## src/rtl/add_seq_ctrl.sv

```systemverilog
// Multi-word adder sequencer: feeds one N-bit slice per cycle (LSW first) through an external
// combinational adder, chaining carries, with valid/ready handshakes on operands and result.
module add_seq_ctrl #(
    parameter int unsigned N     = 32,
    parameter int unsigned WORDS = 4
) (
    input  logic               clk,
    input  logic               rst_n,
    input  logic               in_valid,
    output logic               in_ready,
    input  logic [N*WORDS-1:0] a_in,
    input  logic [N*WORDS-1:0] b_in,
    input  logic               cin_in,
    output logic               out_valid,
    input  logic               out_ready,
    output logic [N*WORDS-1:0] sum,
    output logic               cout,
    output logic [N-1:0]       add_x,
    output logic [N-1:0]       add_y,
    output logic               add_cin,
    input  logic [N-1:0]       add_z,
    input  logic               add_cout
);

    localparam int unsigned IdxW = (WORDS > 1) ? $clog2(WORDS) : 1;

    typedef enum logic [1:0] {StIdle, StRun, StDone} state_e;

    state_e                    state_q, state_d;
    logic [WORDS-1:0][N-1:0]   a_q, a_d;
    logic [WORDS-1:0][N-1:0]   b_q, b_d;
    logic [WORDS-1:0][N-1:0]   sum_q, sum_d;
    logic                      carry_q, carry_d;
    logic [IdxW-1:0]           idx_q, idx_d;

    always_ff @(posedge clk) begin
        if (!rst_n) begin
            state_q <= StIdle;
            a_q     <= '0;
            b_q     <= '0;
            sum_q   <= '0;
            carry_q <= 1'b0;
            idx_q   <= '0;
        end else begin
            state_q <= state_d;
            a_q     <= a_d;
            b_q     <= b_d;
            sum_q   <= sum_d;
            carry_q <= carry_d;
            idx_q   <= idx_d;
        end
    end

    always_comb begin
        state_d   = state_q;
        a_d       = a_q;
        b_d       = b_q;
        sum_d     = sum_q;
        carry_d   = carry_q;
        idx_d     = idx_q;
        in_ready  = 1'b0;
        out_valid = 1'b0;
        add_x     = '0;
        add_y     = '0;
        add_cin   = 1'b0;

        unique case (state_q)
            StIdle: begin
                in_ready = 1'b1;
                if (in_valid) begin
                    a_d     = a_in;
                    b_d     = b_in;
                    carry_d = cin_in;
                    idx_d   = '0;
                    state_d = StRun;
                end
            end
            StRun: begin
                add_x        = a_q[idx_q];
                add_y        = b_q[idx_q];
                add_cin      = carry_q;
                sum_d[idx_q] = add_z;
                carry_d      = add_cout;
                if (idx_q == IdxW'(WORDS - 1)) begin
                    state_d = StDone;
                end else begin
                    idx_d = idx_q + IdxW'(1);
                end
            end
            StDone: begin
                out_valid = 1'b1;
                if (out_ready) begin
                    state_d = StIdle;
                end
            end
            default: state_d = StIdle;
        endcase
    end

    assign sum  = sum_q;
    assign cout = carry_q;

endmodule
```

## config.mk

```make
export PLATFORM = sky130hd
export DESIGN_NAME = add_seq_ctrl
export DESIGN_NICKNAME = d
export VERILOG_FILES = /design/src/rtl/add_seq_ctrl.sv
export SDC_FILE = /design/constraint.sdc
export NUM_CORES = 1
export LEC_CHECK = 0
export ABC_AREA = 1
export CAP_MARGIN = 20
export CORE_MARGIN = 4
export CORE_UTILIZATION = 47
export CTS_CLUSTER_SIZE = 40
export DETAILED_ROUTE_END_ITERATION = 12
export HOLD_SLACK_MARGIN = 0.1
export PLACE_DENSITY = 0.8
export SYNTH_ARGS = -nofsm -noshare
export SYNTH_HDL_FRONTEND = slang
export SYNTH_SLANG_ARGS = --single-unit
```

## constraint.sdc

```tcl
create_clock -name clk -period 2.2 [get_ports clk]
set_input_delay 0.33 -clock clk [delete_from_list [all_inputs] [get_ports clk]]
set_output_delay 0.33 -clock clk [all_outputs]
set_load 0.02 [all_outputs]
```

==> results by group <==
Timing
  – Post-layout min period: around 2.2 ns
  – Clock Skew: approximately 0.011 ns
  – Final Hold Viols: 0
  – Part of the cycle the worst path needs: 102%
  – Final setup viols: 1
  – Max Freq: roughly 0.45 GHz
  – Final slew viol count: 0
  – Worst rel slew slack: around 54%
  – RSZ-0062 raised after global routing: yes
  – Worst Slack Setup Final: -0.0367 ns
  – Actual slew at the worst max-slew pin: slightly below 0.7 ns

Clocking
  – Root Driver: clkbuf_16
  – Worst-Skew Late Latency: about 0.53 ns
  – CTS max path bufs: 3
  – Post-CTS Hold Buffers: 0
  – CTS Sinks: 389
  – Clock-pin slew on the worst setup and hold paths: roughly 0.06 ns
  – CTS tree: done
  – Htree depth: 2
  – CTS buffer count: roughly 40

Logic synthesis
  – Post-synth cell types: 17
  – Synthesized area: roughly 0.016 mm^2
  – Main synth FF type: dfxtp_1
  – Yosys warnings: 0
  – Ys async rst share: 0%
  – Synth area leader: dfxtp_1
  – Post-Syn Nets: between 2000 and 3000
  – #FFs+latches synth: ~390
  – Post-synth EDFFs: 0
  – Commonest cells post-synth: 777 x nor2_1, 390 x nand2_1, 389 x dfxtp_1
  – Avg Inst Size Synth: between 6 and 7 um^2
  – Count leader, synth: nor2_1
  – Synth area leaders: dfxtp_1 48%, nor2_1 18%, o21ai_0 9.9%
  – Top-area cell type share of the netlist area: 48.0%
  – Syn Inst Count: between 2000 and 2500
  – Register area share after synthesis: 48.0%

Power and ir drop
  – P per Cell Area: a little under 800 mW/mm^2
  – Leakage: approximately 10 nW
  – Switch share: a little under 30%
  – Clock power share: between 30 and 40%
  – Cell Int Power: 0.0130 W
  – Part of the power in registers: about 43%
  – Peak supply drop: between 0.5 and 0.6 mV
  – Sw Pwr: 0.00534 W
  – Combinational fraction of design power: 20.5%

Floorplan
  – Die H: approximately 190 um
  – Ports: about 500
  – Total Die Area: approximately 0.038 mm^2
  – Row count: between 60 and 70
  – Die W: approximately 190 um
  – Starting Density: approximately half
  – Area of the core: ~0.034 mm^2

Routing
  – Drt first pass iters: 6
  – Top routing layer used: met5
  – Iteration-0 DRC Markers: 1550
  – # DRC: 0
  – Detail Route met3 WL: a little under 8000 um
  – DR vias: approximately 18000
  – DR WL met2: a little over 30000 um
  – Vias per inst: 5.33
  – Avg WL per Cell: approximately 20 um
  – Post-Route M1 WL: between 20000 and 30000 um
  – Post-detailed-route count of antenna-violating nets: 0
  – Final WL: 67100 um

Worst setup path
  – Setup CP Type: reg2out
  – FF-to-FF Start: idx_q[0]$_SDFFE_PN0P_
  – CP startpoint kind: flip-flop
  – Critical path's largest stage delay: 0.39 ns
  – Cell with the most instances on the worst path: nand2_1
  – Critical-path top delay cell: dfxtp_4
  – Cell count of the worst reg-to-reg path: 8
  – Worst R2R Setup Slack: about 0.18 ns
  – Worst EP required: about 1.9 ns
  – Reg2Reg Capture Point: sum[116]$_SDFFE_PN0P_
  – Crit-path max FO: 12
  – Endpoint class of the critical path: output pin
  – Critical-path cell list: inv_8 > buf_12 > buf_4 > nand2_1 > nand2_1 > nand2_1 > a21oi_4 > buf_12
  – CP arrival: 1.91 ns

Final layout
  – Register area: 0.00779 mm^2
  – Area delta synth->final: 44.9%
  – Layout cell share with drive strength beyond 1: under 10%
  – NumNets Final: 3142
  – Final instance area: between 0.02 and 0.025 mm^2
  – Core Util, Final: a little over two thirds
  – Multi-input gate area: ~0.0073 mm^2
  – Fill count: 2771

Placement
  – Placed Area: approximately 0.022 mm^2
  – Hpwl dp: ~47000 um
  – IO buf count: slightly below 500
  – Placer's final routability congestion estimate: around 1

Global route
  – Largest net degree at the start of global routing: 88
  – Initial antenna violation count: 16
  – Global-route wire length before repair: between 100000 and 150000 um
  – Total gr overflow: 0
  – Vias in the first global route: between 15000 and 20000
  – GRT Total Usage: 33.4%

Hold path
  – Hold Path Stages: 3
  – Launch point of the worst hold path: rst_n
  – Hold EP: b_q[122]$_SDFFE_PN0P_
  – Worst hold path type: in2reg

Run status
  – Status: finished, violations left
  – Failing checks: negative setup slack

Run
  – Maxcap violations: 0
-- final cells by class --
cell class / count / area share [%]
Antenna cell: 11 / 0.117
Timing Repair Buffer: 568 / 25.3
Inverter: 144 / 2.37
Multi-Input combinational cell: 1700 / 31.2
Clock buffer: 60 / 5.13
Tap cell: 448 / 2.38
Sequential cell: 389 / 33.1
Clock inverter: 14 / 0.356
-- what timing repair did --
action,4_1_cts,5_1_grt
endpoints found under the setup margin,67,88
gates cloned,6,5
buffers inserted,5,0
resized for setup,314,67
pin swaps,9,7
-- cells by family (layout without fill, tap and decap cells) --
| group | Yosys count | after routing | synth area share, % |
|---|---|---|---|
| AND/OR/NAND/NOR | 1243 | 1243 | 29.6 |
| AO/OA/AOI/OAI | 453 | 453 | 14.0 |
| flip-flops | 389 | 389 | 48.0 |
| buffers and inverters | 316 | 786 | 8.18 |
| adder cells (fa/ha/maj) | 4 | 4 | 0.308 |
| other | 0 | 11 | 0 |
-- registers in the layout (all words and copies together) (netlist names) --
name and flops:
idx_q 2, a_q 128, cout 1, sum 128
state_q 2, b_q 128
-- worst max-delay path, delay by kind of cell, from the launching register on --
kind | cells | cell delay [ns]
compound gates | 1 | 0.21
simple gates | 3 | 0.23
buf+inv | 4 | 0.55
flops | 1 | 0.39
-- metrics by stage --
| stage | hold slack, ns | setup TNS (ns) | std cells | worst slack (ns) | total power, W |
|---|---|---|---|---|---|
| finish | 0.328 | -0.0367 | 3334 | -0.0367 | 0.0184 |
| global route | 0.325 | -0.821 | 3332 | -0.0822 | 0.0191 |
| CTS | 0.307 | -0.617 | 3318 | -0.0987 | 0.0182 |
| detailed placement | 0.472 | 0 | 3233 | 0.0513 | 0.0115 |
| global placement | 0.464 | 0 | 3233 | 0.0519 | 0.0115 |
| floorplan | 0.455 | 0 | 2405 | 0.463 | 0.00972 |
-- layout by cell type, fill, tap and decap left out, types with 12 or more instances in the layout --
master / instances
nor2_1: 777
o21ai_1: 64
clkbuf_16: 46
a21oi_2: 32
clkbuf_8: 12
nand3_1: 56
o21ai_0: 321
buf_4: 83
nand3_2: 13
dfxtp_1: 387
clkdlybuf4s50_1: 421
nand2_1: 389
buf_12: 28
inv_1: 140
a21oi_1: 34
-- routing by layer --
layer  vias to the layer above  GRT usage [%]
met4                        10           16.6
met2                       996           53.4
met3                       197           11.0
met5                         -              0
li1                       8398              -
met1                      8168           40.6
-- worst max path at each step --
stage,startpoint,to,slack (ns),cells past startpoint
2_1_floorplan,idx_q[0]$_SDFFE_PN0P_,sum[10]$_SDFFE_PN0P_,0.46,10
3_3_place_gp,idx_q[0]$_SDFFE_PN0P_,add_x[28],0.05,7
3_5_place_dp,idx_q[0]$_SDFFE_PN0P_,add_x[28],0.05,6
4_1_cts,idx_q[0]$_SDFFE_PN0P_,add_x[28],-0.1,7
5_1_grt,idx_q[0]$_SDFFE_PN0P_,add_y[1],-0.08,8
6_report,idx_q[0]$_SDFFE_PN0P_,add_y[1],-0.04,8
-- power by group through the flow --
stage | registers (W) | clock network [W] | logic, W
after floorplan | 0.00807 | 0 | 0.00165
after global placement | 0.00802 | 0 | 0.00344
after detailed placement | 0.00804 | 0 | 0.00348
after CTS | 0.00789 | 0.00673 | 0.00361
after global routing | 0.00794 | 0.00710 | 0.00406
final | 0.00790 | 0.00670 | 0.00376
Power figures use the tool's default switching activity.
